[src/rtl/spi_slave_pkg.sv]
// Shared types for the SPI slave: FSM states, SPI mode encoding and the bit-counter width helper.
// Pure declarations; no logic, no latency, no flow control.
package spi_slave_pkg;

    typedef enum logic [1:0] {
        IDLE  = 2'd0,
        LOAD  = 2'd1,
        SHIFT = 2'd2
    } spi_state_t;

    // Standard SPI mode numbering: bit 1 is CPOL, bit 0 is CPHA.
    typedef enum logic [1:0] {
        MODE0 = 2'b00,
        MODE1 = 2'b01,
        MODE2 = 2'b10,
        MODE3 = 2'b11
    } spi_mode_t;

    function automatic spi_mode_t mode_of(input logic cpol, input logic cpha);
        return spi_mode_t'({cpol, cpha});
    endfunction

    function automatic int bit_cnt_w(input int data_w);
        return (data_w > 1) ? $clog2(data_w) : 1;
    endfunction

endpackage

[src/rtl/spi_word_fifo.sv]
// Synchronous word FIFO with full/empty flags; head word is visible combinationally on o_dat.
// Latency: a push is readable 1 clk later. Backpressure: push at full is accepted only with a same-cycle pop.
module spi_word_fifo #(
    parameter int WIDTH = 8,
    parameter int DEPTH = 4
) (
    input  logic             clk,
    input  logic             rst,
    input  logic             i_push,
    input  logic [WIDTH-1:0] i_dat,
    input  logic             i_pop,
    output logic [WIDTH-1:0] o_dat,
    output logic             o_full,
    output logic             o_empty
);

    localparam int AW = $clog2(DEPTH);

    logic [WIDTH-1:0] r_mem [DEPTH];
    logic [AW:0]      r_wr_ptr;
    logic [AW:0]      r_rd_ptr;
    logic             w_push;
    logic             w_pop;

    // Extra pointer MSB distinguishes full from empty when the indices match.
    assign o_empty = (r_wr_ptr == r_rd_ptr);
    assign o_full  = (r_wr_ptr[AW] != r_rd_ptr[AW]) &&
                     (r_wr_ptr[AW-1:0] == r_rd_ptr[AW-1:0]);
    assign w_pop   = i_pop && !o_empty;
    assign w_push  = i_push && (!o_full || w_pop);
    assign o_dat   = r_mem[r_rd_ptr[AW-1:0]];

    always_ff @(posedge clk) begin
        if (rst) begin
            r_wr_ptr <= '0;
            r_rd_ptr <= '0;
            for (int i = 0; i < DEPTH; i++) begin
                r_mem[i] <= '0;
            end
        end else begin
            if (w_push) begin
                r_mem[r_wr_ptr[AW-1:0]] <= i_dat;
                r_wr_ptr                <= r_wr_ptr + (AW+1)'(1);
            end
            if (w_pop) begin
                r_rd_ptr <= r_rd_ptr + (AW+1)'(1);
            end
        end
    end

endmodule

[src/rtl/spi_slave_stream.sv]
// SPI slave (modes 0-3, multi-word frames) bridging the SPI pins to TX/RX ready/valid FIFOs.
// Latency: sclk pin edge acted on SYNC_STAGES+1 clk later; rx_valid rises 1 clk after slave_done. Backpressure: tx_ready = TX not full; a word arriving at a full RX FIFO is dropped and flagged.
// Build option SPI_SLAVE_LSB_FIRST_EN adds a lsb_first port, latched at CS fall, selecting LSB-first shifting.
module spi_slave_stream
    import spi_slave_pkg::*;
#(
    parameter int DATA_W      = 8,
    parameter int TX_DEPTH    = 4,
    parameter int RX_DEPTH    = 4,
    parameter int SYNC_STAGES = 2
) (
    input  logic              clk,
    input  logic              rst,
    input  logic              sclk,
    input  logic              CS,
    input  logic              MOSI,
    output logic              MISO,
    input  logic              CPOL,
    input  logic              CPHA,
    input  logic [DATA_W-1:0] tx_data,
    input  logic              tx_valid,
    output logic              tx_ready,
    output logic [DATA_W-1:0] rx_data,
    output logic              rx_valid,
    input  logic              rx_ready,
    output logic              slave_done,
    output logic              tx_underrun,
    output logic              rx_overrun,
`ifdef SPI_SLAVE_LSB_FIRST_EN
    input  logic              lsb_first,
`endif
    input  logic              err_clr
);

    localparam int                CNT_W    = bit_cnt_w(DATA_W);
    localparam logic [CNT_W-1:0]  LAST_BIT = CNT_W'(DATA_W - 1);

    logic [SYNC_STAGES-1:0] r_sclk_sync;
    logic [SYNC_STAGES-1:0] r_mosi_sync;
    logic [SYNC_STAGES-1:0] r_cs_sync;
    logic                   r_sclk_d;
    logic                   r_cs_d;

    spi_state_t             r_state;
    spi_mode_t              r_mode;
    logic [CNT_W-1:0]       r_bit_cnt;
    logic [DATA_W-1:0]      r_shift;
    logic [DATA_W-1:0]      r_rx;
    logic [DATA_W-1:0]      r_rx_word;
    logic                   r_miso;
    logic                   r_done;
    logic                   r_underrun;
    logic                   r_overrun;
`ifdef SPI_SLAVE_LSB_FIRST_EN
    logic                   r_lsb;
`endif

    logic                   w_sclk_s;
    logic                   w_mosi_s;
    logic                   w_cs_s;
    logic [1:0]             w_mode_b;
    logic                   w_cpol;
    logic                   w_cpha;
    logic                   w_rise;
    logic                   w_fall;
    logic                   w_lead;
    logic                   w_trail;
    logic                   w_sample;
    logic                   w_shift_ev;
    logic                   w_in_load;
    logic                   w_tx_pop;
    logic                   w_rx_pop;
    logic                   w_tx_full;
    logic                   w_tx_empty;
    logic                   w_rx_full;
    logic                   w_rx_empty;
    logic [DATA_W-1:0]      w_tx_head;
    logic [DATA_W-1:0]      w_rx_head;
    logic [DATA_W-1:0]      w_load_word;
    logic                   w_load_bit;
    logic [DATA_W-1:0]      w_load_rest;
    logic                   w_out_bit;
    logic [DATA_W-1:0]      w_out_rest;
    logic [DATA_W-1:0]      w_rx_next;

    // CS chain resets to "asserted" so a CS already low at reset release is not taken as a fresh fall.
    always_ff @(posedge clk) begin
        if (rst) begin
            r_sclk_sync <= '0;
            r_mosi_sync <= '0;
            r_cs_sync   <= '0;
            r_sclk_d    <= 1'b0;
            r_cs_d      <= 1'b0;
        end else begin
            r_sclk_sync <= {r_sclk_sync[SYNC_STAGES-2:0], sclk};
            r_mosi_sync <= {r_mosi_sync[SYNC_STAGES-2:0], MOSI};
            r_cs_sync   <= {r_cs_sync[SYNC_STAGES-2:0], CS};
            r_sclk_d    <= w_sclk_s;
            r_cs_d      <= w_cs_s;
        end
    end

    assign w_sclk_s   = r_sclk_sync[SYNC_STAGES-1];
    assign w_mosi_s   = r_mosi_sync[SYNC_STAGES-1];
    assign w_cs_s     = r_cs_sync[SYNC_STAGES-1];

    assign w_mode_b   = r_mode;
    assign w_cpol     = w_mode_b[1];
    assign w_cpha     = w_mode_b[0];
    assign w_rise     = w_sclk_s & ~r_sclk_d;
    assign w_fall     = ~w_sclk_s & r_sclk_d;
    assign w_lead     = w_cpol ? w_fall : w_rise;
    assign w_trail    = w_cpol ? w_rise : w_fall;
    assign w_sample   = w_cpha ? w_trail : w_lead;
    assign w_shift_ev = w_cpha ? w_lead : w_trail;

    assign w_in_load  = (r_state == LOAD) && !w_cs_s;
    assign w_tx_pop   = w_in_load && !w_tx_empty;
    assign w_rx_pop   = rx_ready && !w_rx_empty;

    always_comb begin
        w_load_word = w_tx_empty ? '0 : w_tx_head;
        w_load_bit  = w_load_word[DATA_W-1];
        w_load_rest = {w_load_word[DATA_W-2:0], 1'b0};
        w_out_bit   = r_shift[DATA_W-1];
        w_out_rest  = {r_shift[DATA_W-2:0], 1'b0};
        w_rx_next   = {r_rx[DATA_W-2:0], w_mosi_s};
`ifdef SPI_SLAVE_LSB_FIRST_EN
        if (r_lsb) begin
            w_load_bit  = w_load_word[0];
            w_load_rest = {1'b0, w_load_word[DATA_W-1:1]};
            w_out_bit   = r_shift[0];
            w_out_rest  = {1'b0, r_shift[DATA_W-1:1]};
            w_rx_next   = {w_mosi_s, r_rx[DATA_W-1:1]};
        end
`endif
    end

    always_ff @(posedge clk) begin
        if (rst) begin
            r_state   <= IDLE;
            r_mode    <= MODE0;
            r_bit_cnt <= '0;
            r_shift   <= '0;
            r_rx      <= '0;
            r_rx_word <= '0;
            r_miso    <= 1'b0;
            r_done    <= 1'b0;
`ifdef SPI_SLAVE_LSB_FIRST_EN
            r_lsb     <= 1'b0;
`endif
        end else begin
            r_done <= 1'b0;
            if (w_cs_s) begin
                r_state   <= IDLE;
                r_bit_cnt <= '0;
                r_miso    <= 1'b0;
            end else begin
                case (r_state)
                    IDLE: begin
                        if (r_cs_d) begin
                            r_mode    <= mode_of(CPOL, CPHA);
`ifdef SPI_SLAVE_LSB_FIRST_EN
                            r_lsb     <= lsb_first;
`endif
                            r_bit_cnt <= '0;
                            r_state   <= LOAD;
                        end
                    end
                    LOAD: begin
                        // CPHA=0 must have the first bit on the pin before the first leading edge.
                        if (w_cpha) begin
                            r_shift <= w_load_word;
                        end else begin
                            r_shift <= w_load_rest;
                            r_miso  <= w_load_bit;
                        end
                        r_state <= SHIFT;
                    end
                    SHIFT: begin
                        if (w_sample) begin
                            r_rx <= w_rx_next;
                            if (r_bit_cnt == LAST_BIT) begin
                                r_bit_cnt <= '0;
                                r_rx_word <= w_rx_next;
                                r_done    <= 1'b1;
                                if (w_cpha) begin
                                    r_state <= LOAD;
                                end
                            end else begin
                                r_bit_cnt <= r_bit_cnt + CNT_W'(1);
                            end
                        end
                        if (w_shift_ev) begin
                            // A trailing edge seen with the counter wrapped closes a CPHA=0 word.
                            if (!w_cpha && (r_bit_cnt == '0)) begin
                                r_state <= LOAD;
                            end else begin
                                r_miso  <= w_out_bit;
                                r_shift <= w_out_rest;
                            end
                        end
                    end
                    default: r_state <= IDLE;
                endcase
            end
        end
    end

    always_ff @(posedge clk) begin
        if (rst || err_clr) begin
            r_underrun <= 1'b0;
            r_overrun  <= 1'b0;
        end else begin
            if (w_in_load && w_tx_empty) begin
                r_underrun <= 1'b1;
            end
            if (r_done && w_rx_full && !w_rx_pop) begin
                r_overrun <= 1'b1;
            end
        end
    end

    spi_word_fifo #(
        .WIDTH (DATA_W),
        .DEPTH (TX_DEPTH)
    ) u_tx_fifo (
        .clk     (clk),
        .rst     (rst),
        .i_push  (tx_valid && !w_tx_full),
        .i_dat   (tx_data),
        .i_pop   (w_tx_pop),
        .o_dat   (w_tx_head),
        .o_full  (w_tx_full),
        .o_empty (w_tx_empty)
    );

    spi_word_fifo #(
        .WIDTH (DATA_W),
        .DEPTH (RX_DEPTH)
    ) u_rx_fifo (
        .clk     (clk),
        .rst     (rst),
        .i_push  (r_done),
        .i_dat   (r_rx_word),
        .i_pop   (rx_ready),
        .o_dat   (w_rx_head),
        .o_full  (w_rx_full),
        .o_empty (w_rx_empty)
    );

    assign MISO        = r_miso && !w_cs_s;
    assign tx_ready    = !w_tx_full;
    assign rx_data     = w_rx_head;
    assign rx_valid    = !w_rx_empty;
    assign slave_done  = r_done;
    assign tx_underrun = r_underrun;
    assign rx_overrun  = r_overrun;

endmodule

[config.mk]
export PLATFORM = sky130hd
export DESIGN_NAME = spi_slave_stream
export DESIGN_NICKNAME = d
export VERILOG_FILES = /design/src/rtl/spi_slave_pkg.sv /design/src/rtl/spi_word_fifo.sv /design/src/rtl/spi_slave_stream.sv
export SDC_FILE = /design/constraint.sdc
export NUM_CORES = 1
export LEC_CHECK = 0
export CORE_MARGIN = 3
export CORE_UTILIZATION = 59
export CTS_CLUSTER_DIAMETER = 30
export DETAILED_ROUTE_END_ITERATION = 7
export GPL_TIMING_DRIVEN = 0
export PLACE_DENSITY = 0.79
export RECOVER_POWER = 50
export SYNTH_ARGS = -nofsm -noshare
export SYNTH_HDL_FRONTEND = slang
export SYNTH_SLANG_ARGS = --single-unit
[constraint.sdc]
create_clock -name clk -period 2.7 [get_ports clk]
set_clock_uncertainty 0.15 [all_clocks]
set_input_delay 0.675 -clock clk [delete_from_list [all_inputs] [get_ports clk]]
set_output_delay 0.675 -clock clk [all_outputs]
set_load 0.01 [all_outputs]
Yosys cells after proc, flatten, opt, wreduce, memory -nomap -nowiden

Memories as Yosys holds them, arrays and structs flattened. A register that Yosys moved wholly into a read port is not among the register bits.
Cells that the tools add are included.

$add $sub $neg: 5
Multiply operators: 0
Divide/modulo/power cells: 0
Order comparisons: 0
Equal/unequal tests: 14
Shift operators: 0
Multiplexer cells: 43
Bitwise logic cells: 7
Reductions and logical operators: 38

Operators with widths:

| operator            | count |
|---|---|
| $mux 8              | 6 |
| $mux 2              | 12 |
| $mux 1              | 18 |
| $pmux 8 s2          | 1 |
| $reduce_or 8->1     | 2 |
| $add 3x1->3 const B | 5 |
| $logic_and 1x1->1   | 14 |
| $reduce_and 4->1    | 3 |
| $ne 2x2->1 const B  | 5 |
| $mux 3              | 3 |
| $reduce_and 3->1    | 3 |
| $logic_not 1->1     | 7 |
| $eq 3x3->1          | 2 |
| $pmux 2 s3          | 1 |
| $pmux 3 s2          | 1 |
| $not 1->1           | 5 |
| $eq 2x2->1          | 2 |
| $reduce_bool 2->1   | 2 |
| $reduce_or 4->1     | 1 |
| $eq 3x3->1 const B  | 1 |
| $logic_not 3->1     | 1 |
| $logic_or 1x1->1    | 3 |
| $and 1x1->1         | 2 |
| $eq 2x1->1 const B  | 1 |
| 5 further kinds     | 6 |

Register bits after elaboration: 54
Bits in latches: 0
Memory bits (writable): 64
Memory bits (read-only): 0
Input bits: 18
Output and inout port bits: 14
Word-level logic and storage cells: 128
Memories kept: 2

Memory list:

| name            | words | bits a word | read ports | clocked after memory_dff | write ports | line                | RTL |
|---|---|---|---|---|---|---|---|
| u_rx_fifo.r_mem | 4     | 8           | 1          | 1                        | 4           | spi_word_fifo.sv:19 | `logic [WIDTH-1:0] r_mem [DEPTH];` |
| u_tx_fifo.r_mem | 4     | 8           | 1          | 1                        | 4           | spi_word_fifo.sv:19 |  |

Longest topological paths before layout

Gate-level depths: netlist (run 1).

Depth after elaboration: 11
Depth in mapped cells: 7

By module

Synthesis (run 1) repeated with hierarchy kept, for this count alone.

Cell total of the unflattened synthesis: 524
Area, all modules: 5,929.4 sq um

By module, submodules not included:

| module           | instances | cells an instance | area each (sq um) | sequential area each (sq um) |
|---|---|---|---|---|
| spi_word_fifo    | 2         | 144               | 1,921.8           | 1,121.1 |
| spi_slave_stream | 1         | 236               | 2,085.8           | 840.8 |

Worst setup path before layout (run 1)

OpenSTA, ideal clock, no wires.

Path type: in2reg
Start: input rst
End: memory u_rx_fifo.r_mem[0][0] (enable)
Arrival time: 1.741 ns
Setup slack: 0.422 ns
Stages: 3
Cell sequence: nor2b_1 > o41ai_4 > o31ai_1

RTL lines:

| what               | line                   | RTL |
|---|---|---|
| start: declaration | spi_slave_stream.sv:13 | `input logic rst,` |
| end: declaration   | spi_word_fifo.sv:19    |  |

==> results of run 1 <==
## registers in the layout, summed over array words and instances, names as in the netlist, 2 cells and up, named ones only
name                cells
r_cs_sync               2
u_rx_fifo.r_wr_ptr      3
r_rx                    7
r_mosi_sync             2
r_state                 2
r_shift                 8
u_tx_fifo.r_rd_ptr      3
r_mode                  2
r_bit_cnt               3
u_rx_fifo.r_mem        32
u_rx_fifo.r_rd_ptr      3
r_sclk_sync             2
u_tx_fifo.r_wr_ptr      3
u_tx_fifo.r_mem        32
r_rx_word               8
## cell type report
cell class,count,area [sq um],area share [%]
inverters,14,52.55,0.7846
multi-input cells,294,2387,35.64
clock inverters,10,126.4,1.887
well taps,126,157.7,2.354
plain buffers,27,125.1,1.868
repair buffers,35,321.6,4.801
clock buffers,21,429.2,6.408
flip-flops and latches,122,3098,46.25
## metrics by stage
step,std cells,area [sq um]
final,649,6698
after global routing,649,6698
after CTS,650,6704
after detailed placement,617,6055
after global placement,617,6055
after floorplan,460,5587
## cells in the final DEF, fill, tap and decap left out, types with 4 or more instances in the layout
| master | n |
|---|---|
| clkbuf_1 | 20 |
| nand2_1 | 9 |
| nor4_1 | 8 |
| nand3_1 | 13 |
| a311oi_1 | 8 |
| inv_1 | 14 |
| buf_2 | 6 |
| clkbuf_16 | 16 |
| nor2_1 | 28 |
| and2_1 | 37 |
| edfxtp_1 | 64 |
| xor2_1 | 10 |
| dfxtp_1 | 52 |
| a31o_2 | 8 |
| o21ai_0 | 11 |
| ha_1 | 7 |
| dlygate4sd2_1 | 7 |
| clkdlybuf4s50_1 | 19 |
| buf_4 | 4 |
| mux2i_1 | 11 |
| clkinv_2 | 4 |
| mux2_2 | 8 |
| nor2b_1 | 13 |
| a21oi_1 | 18 |
| a211oi_1 | 17 |
| and2_0 | 12 |
| mux4_2 | 16 |
| o21a_1 | 7 |
## logic make-up after synthesis
| logic type | share of synthesized area (%) |
|---|---|
| buffers and inverters | 3.426 |
| flip-flops | 55.18 |
| XOR/XNOR | 2.956 |
| AND/OR/NAND/NOR | 15.03 |
| multiplexers | 10.30 |
| adder cells (fa/ha/maj) | 1.568 |
| AO/OA/AOI/OAI | 11.53 |
## layer usage
| layer | global-route usage, % | routed length, um | vias to the layer above |
|---|---|---|---|
| met5 | 0 | 0 | - |
| met4 | 9.661 | 326 | 0 |
| met3 | 5.835 | 795 | 33 |
| met2 | 41.88 | 6400 | 190 |
| met1 | 31.93 | 5181 | 1966 |
| li1 | - | - | 1819 |
## worst paths after layout
path / from / slack (ns) / endpoint
min reg2reg: r_cs_sync[0] / 0.29 / r_cs_sync[1]
max: u_rx_fifo.r_wr_ptr[1] / 0.06 / u_rx_fifo.r_mem[2][2]
max reg2reg: u_rx_fifo.r_wr_ptr[1] / 0.06 / u_rx_fifo.r_mem[2][2]
min: r_cs_sync[0] / 0.29 / r_cs_sync[1]
## power by group
| part | switching, mW | internal, mW |
|---|---|---|
| logic | 0.152 | 0.111 |
| clock network | 0.766 | 1.39 |
| registers | 0.0236 | 2.02 |
| total | 0.942 | 3.51 |
## what timing repair did
action | 4_1_cts | 5_1_grt
setup endpoints to repair | 42 | 45
resized for setup | 28 | 10
buffers inserted | 4 | 0
hold endpoints to repair | 0 | 0
pin swaps | 1 | 1
==> out/summary.json, run 1 <==
{
  "clock_tree": {
    "cts_inserted_buffers": 17,
    "clockBufferDepth": 2,
    "clk_transition_reported_paths_ns": 0.05,
    "cts_h_tree_lvls": 4,
    "root_buffer": "clkbuf_8",
    "hold_buffers": 0,
    "insertion_delay_to_the_later_sink_of_the_worst_skew_pair_ns": 0.52,
    "cts_tree": "built",
    "cts.sink_count": 122
  },
  "synthesis": {
    "syn_area_sq_um": 5587,
    "post_synth_inst_count": 460,
    "synth_most_common_cell": "edfxtp_1",
    "synth_nets": 485,
    "post_synth_num_cell_types": 53,
    "post_synth_main_area_contributors": "edfxtp_1, dfxtp_1, mux4_2",
    "dominantRegCellSynth": "edfxtp_1",
    "synthesis.area_per_instance_sq_um": 12.14,
    "synth_edf_count": 64,
    "synth.yosys.seq_area_share_pct": 55.18,
    "synth_top_area_cell": "edfxtp_1",
    "synth_common_cells": "edfxtp_1, dfxtp_1, and2_1",
    "top_cell_type_s_share_of_synthesized_area_pct": 34.40,
    "synth_async_sr_flop_share_pct": 0,
    "synthesis.yosys.warnings": 0,
    "synth-seq-cells": 122
  },
  "route": {
    "drt_first_pass_iters": 6,
    "wire_per_inst_um": 19.58,
    "route.detailed.drc": 0,
    "via_count": 4008,
    "antenna_left": 0,
    "route.final.wire_length_um": 12710,
    "detail_route.vias_per_cell": 6.176,
    "detailedRoute.firstIterationViolations": 325
  },
  "die": {
    "fp.dieArea_sq_um": 10670,
    "placement_rows": 34,
    "core_area_sq_um": 8976,
    "dieHeight_um": 103.3,
    "num_io_pins": 32,
    "effective_utilization_at_floorplan_pct": 62.24,
    "floorplan_die_width_um": 103.3
  },
  "worst_setup_path": {
    "timing.critical_path.cells": "xor2_4, buf_4, o41ai_4, nor3b_4, or2_2",
    "cpLargestDelayFamily": "compound AO/OA/AOI/OAI gates",
    "endpoint_kind": "flip-flop",
    "logic_depth_of_the_worst_register_to_register_path": 5,
    "criticalPathCategory": "reg2reg",
    "worst_path_largest_cell_delay_ns": 0.83,
    "cp.depth": 5,
    "critical_path_buf_inv_count": 1,
    "worst_ep_arrival_time_ns": 2.72,
    "required_ns": 2.79,
    "slowest_stage": "o41ai_4",
    "startpoint_type": "flip-flop",
    "critPathMaxFanout": 10
  },
  "timing": {
    "holdWs_ns": 0.2902,
    "finalHoldViolations": 0,
    "timing.final.max_slew_violations": 0,
    "final.period_utilization_pct": 97.61,
    "setup_total_negative_slack_ns": 0,
    "max_freq_mhz": 379.5,
    "period_needed_ns": 2.635,
    "postLayoutSetupSlackWorst_ns": 0.06465,
    "slew-limit-headroom_pct": 6.733,
    "actual_transition_at_the_worst_max_transition_pin_ns": 1.384,
    "setup_viol": 0
  },
  "place": {
    "routabilityCongestion": 0.8513,
    "hpwl_um": 8238,
    "post-place-ws_ns": -0.5644,
    "port_buffers": 31
  },
  "global_routing": {
    "gr-total-overflow": 0,
    "grt_start_max_net_pins": 17,
    "grt_pass1_vias": 4018,
    "grt_use_total_pct": 25.09,
    "grt_antenna_before_repair": 0,
    "grt_first_pass_wirelength_um": 20110
  },
  "status": {
    "result_of_the_run": "completed"
  },
  "hold_path": {
    "hold_path_depth": 1,
    "hold_path_class": "reg2reg"
  },
  "pwr": {
    "vdd_drop_max_mv": 0.4246,
    "power_per_cell_area_nw_per_um2": 665.2,
    "leakage_nw": 2.429,
    "p_total_mw": 4.455
  },
  "finish": {
    "flow.area_growth_from_synthesis_pct": 19.89,
    "drive_above_1_share_pct": 18.36,
    "n_antenna_cell": 0,
    "fillerInstances": 591,
    "final_util_pct": 74.62,
    "finalNetCount": 536
  },
  "flow_run": {
    "timing.max_cap.violations": 0
  }
}
Power figures use the tool's default switching activity.
==> run 2: changes to the inputs <==
GPL_ROUTABILITY_DRIVEN = 0   (was unset)
==> results of run 2 <==
No change in the layout: final DEF, timing and power equal those of run 1.
==> run 3: changes to the inputs <==
CTS_BUF_LIST = sky130_fd_sc_hd__clkbuf_16   (was unset)
PLACE_DENSITY = 0.76   (was 0.79)
RECOVER_POWER = 25   (was 50)
==> out/summary.json, run 3 (synthesized netlist as in run 1, its figures left out) <==
{
  "status": {
    "result_of_the_run": "completed"
  },
  "pwr": {
    "cell_internal_pwr_mw": 3.657,
    "p_total_mw": 4.627,
    "power.sequential.fraction_pct": 44.1,
    "p_sw_share_pct": 20.95,
    "power.net_switching_mw": 0.9695,
    "comb_power_share_pct": 5.7,
    "vdd_drop_max_mv": 0.4231,
    "power_per_cell_area_nw_per_um2": 679.7,
    "leakage_nw": 2.510,
    "share_clk_of_total_power_pct": 50.2
  },
  "worst_setup_path": {
    "worst_ep_arrival_time_ns": 1.81,
    "required_ns": 1.88,
    "critical_path_buf_inv_count": 1,
    "timing.critical_path.cells": "mux4_2, clkdlybuf4s50_1",
    "crit-reg2reg-capture": "u_tx_fifo.r_mem[1][0]",
    "slowest_stage": "mux4_2",
    "worst_path_largest_cell_delay_ns": 0.50,
    "critical_path.reg2reg.startpoint": "u_tx_fifo.r_wr_ptr[0]",
    "logic_depth_of_the_worst_register_to_register_path": 7,
    "criticalPathCategory": "reg2out",
    "startpoint_type": "flip-flop",
    "r2r_setup_slack_ns": 0.21,
    "critPathMaxFanout": 7,
    "cp.depth": 2,
    "cpLargestDelayFamily": "multiplexers",
    "endpoint_kind": "output port"
  },
  "route": {
    "detail_route.vias_per_cell": 5.893,
    "via_count": 3860,
    "route.detailed.drc": 0,
    "wire_per_inst_um": 18.61,
    "drt_first_pass_iters": 5,
    "detailedRoute.firstIterationViolations": 162,
    "antenna_left": 0,
    "route.final.wire_length_um": 12190
  },
  "die": {
    "num_io_pins": 32,
    "dieHeight_um": 103.3,
    "fp.dieArea_sq_um": 10670,
    "effective_utilization_at_floorplan_pct": 62.24,
    "placement_rows": 34,
    "floorplan_die_width_um": 103.3,
    "core_area_sq_um": 8976
  },
  "finish": {
    "top_regs": "u_rx_fifo.r_mem (32), u_tx_fifo.r_mem (32)",
    "flow.area_growth_from_synthesis_pct": 21.84,
    "drive_above_1_share_pct": 19.28,
    "final_cell_count_no_fill": 655,
    "register_area_sq_um": 3093,
    "multi_input_area_sq_um": 2389,
    "n_antenna_cell": 0,
    "finalNetCount": 541,
    "fillerInstances": 579,
    "final_common_cell": "edfxtp_1",
    "layout_common_cells": "edfxtp_1, dfxtp_1, and2_1, nor2_1, clkdlybuf4s50_1"
  },
  "timing": {
    "setup_total_negative_slack_ns": 0,
    "actual_transition_at_the_worst_max_transition_pin_ns": 1.161,
    "slew-limit-headroom_pct": 21.80,
    "final.period_utilization_pct": 97.56,
    "postLayoutSetupSlackWorst_ns": 0.06601,
    "finalHoldViolations": 0,
    "period_needed_ns": 2.634,
    "setup_viol": 0,
    "rsz0062_at_grt": "false",
    "holdWs_ns": 0.2894,
    "max_freq_mhz": 379.7,
    "timing.final.max_slew_violations": 0
  },
  "hold_path": {
    "hold_path_depth": 1,
    "holdPathEnd": "r_sclk_sync[1]",
    "hold_path_class": "reg2reg",
    "hold_path.startpoint": "r_sclk_sync[0]"
  },
  "place": {
    "port_buffers": 31,
    "hpwl_um": 8085,
    "post-place-ws_ns": -0.5257,
    "dpl.cell_count": 617
  },
  "clock_tree": {
    "cts_tree": "built",
    "clockBufferDepth": 2,
    "root_buffer": "clkbuf_16",
    "insertion_delay_to_the_later_sink_of_the_worst_skew_pair_ns": 0.41,
    "cts_h_tree_lvls": 4,
    "cts_inserted_buffers": 17,
    "hold_buffers": 0,
    "cts.sink_count": 122,
    "clk_transition_reported_paths_ns": 0.06
  },
  "global_routing": {
    "grt_use_total_pct": 24.45,
    "use_met3_pct": 5.701,
    "met2_track_utilization_from_global_routing_pct": 43.02,
    "met1_use_gr_pct": 29.05,
    "grt_antenna_before_repair": 0,
    "grt_pass1_vias": 3843,
    "grt_start_max_net_pins": 17,
    "busiest_layer": "met2",
    "gr-total-overflow": 0,
    "grt_first_pass_wirelength_um": 19490
  },
  "flow_run": {
    "timing.max_cap.violations": 0
  }
}
==> run 3: cell types whose count changed in the layout (fill, tap and decap cells not counted), moves of 3 or more <==
cell / before / now
dlygate4sd2_1: 7 / 3
clkbuf_1: 20 / 17
buf_4: 4 / 7
dlymetal6s2s_1: 0 / 5
clkdlybuf4s50_1: 19 / 22
==> run 3: worst reg2reg max path, delay by kind of cell, from the launching register on <==
| kind | cells | cell delay, ns |
|---|---|---|
| flip-flops | 1 | 0.33 |
| buffers and inverters | 3 | 0.52 |
| XOR/XNOR | 1 | 0.36 |
| AO/OA/AOI/OAI | 1 | 0.24 |
| AND/OR/NAND/NOR | 2 | 0.54 |
==> run 3: per-layer routing <==
metal	vias to the layer above	share of wire, %
met5	-	0
met4	0	1.3
met3	18	4.4
met2	121	53
met1	1900	41
li1	1821	-
==> run 3: how the worst max path moves through the flow <==
stage,slack [ns],end
after global placement,-0.45,u_rx_fifo.r_mem[0][6]
final,0.07,rx_data[0]
after global routing,0.006,rx_data[0]
after detailed placement,-0.53,u_rx_fifo.r_mem[0][6]
after floorplan,0.42,u_rx_fifo.r_mem[0][0]
after CTS,0.004,rx_data[0]
==> run 3: timing repair <==
action / in CTS / in global routing
pin swaps: 0 / 2
resized for setup: 17 / 15
endpoints found under the setup margin: 27 / 56
setup buffers: 1 / 7
gates cloned: 0 / 0
==> run 3: cell type report <==
cell class                      count  share of cell area (%)
Sequential cell                   122                   45.44
Multi-Input combinational cell    294                   35.09
Clock buffer                       17                   6.250
Timing Repair Buffer               39                   5.515
Clock inverter                     15                   2.684
Tap cell                          126                   2.316
Buffer                             28                   1.930
Inverter                           14                  0.7721
==> run 3: per-stage QoR <==
stage	utilization (%)	area [sq um]
finish	75.83	6807
global route	75.83	6807
CTS	74.98	6730
detailed placement	67.45	6055
global placement	67.45	6055
floorplan	-	5587
==> run 3: power groups by stage <==
stage | Clock (mW) | Sequential, mW | Combinational [mW]
after floorplan | 0 | 2.07 | 0.164
after global placement | 0 | 2.07 | 0.250
after detailed placement | 0 | 2.08 | 0.256
after CTS | 2.34 | 2.04 | 0.263
after global routing | 2.43 | 2.05 | 0.288
final | 2.32 | 2.04 | 0.265
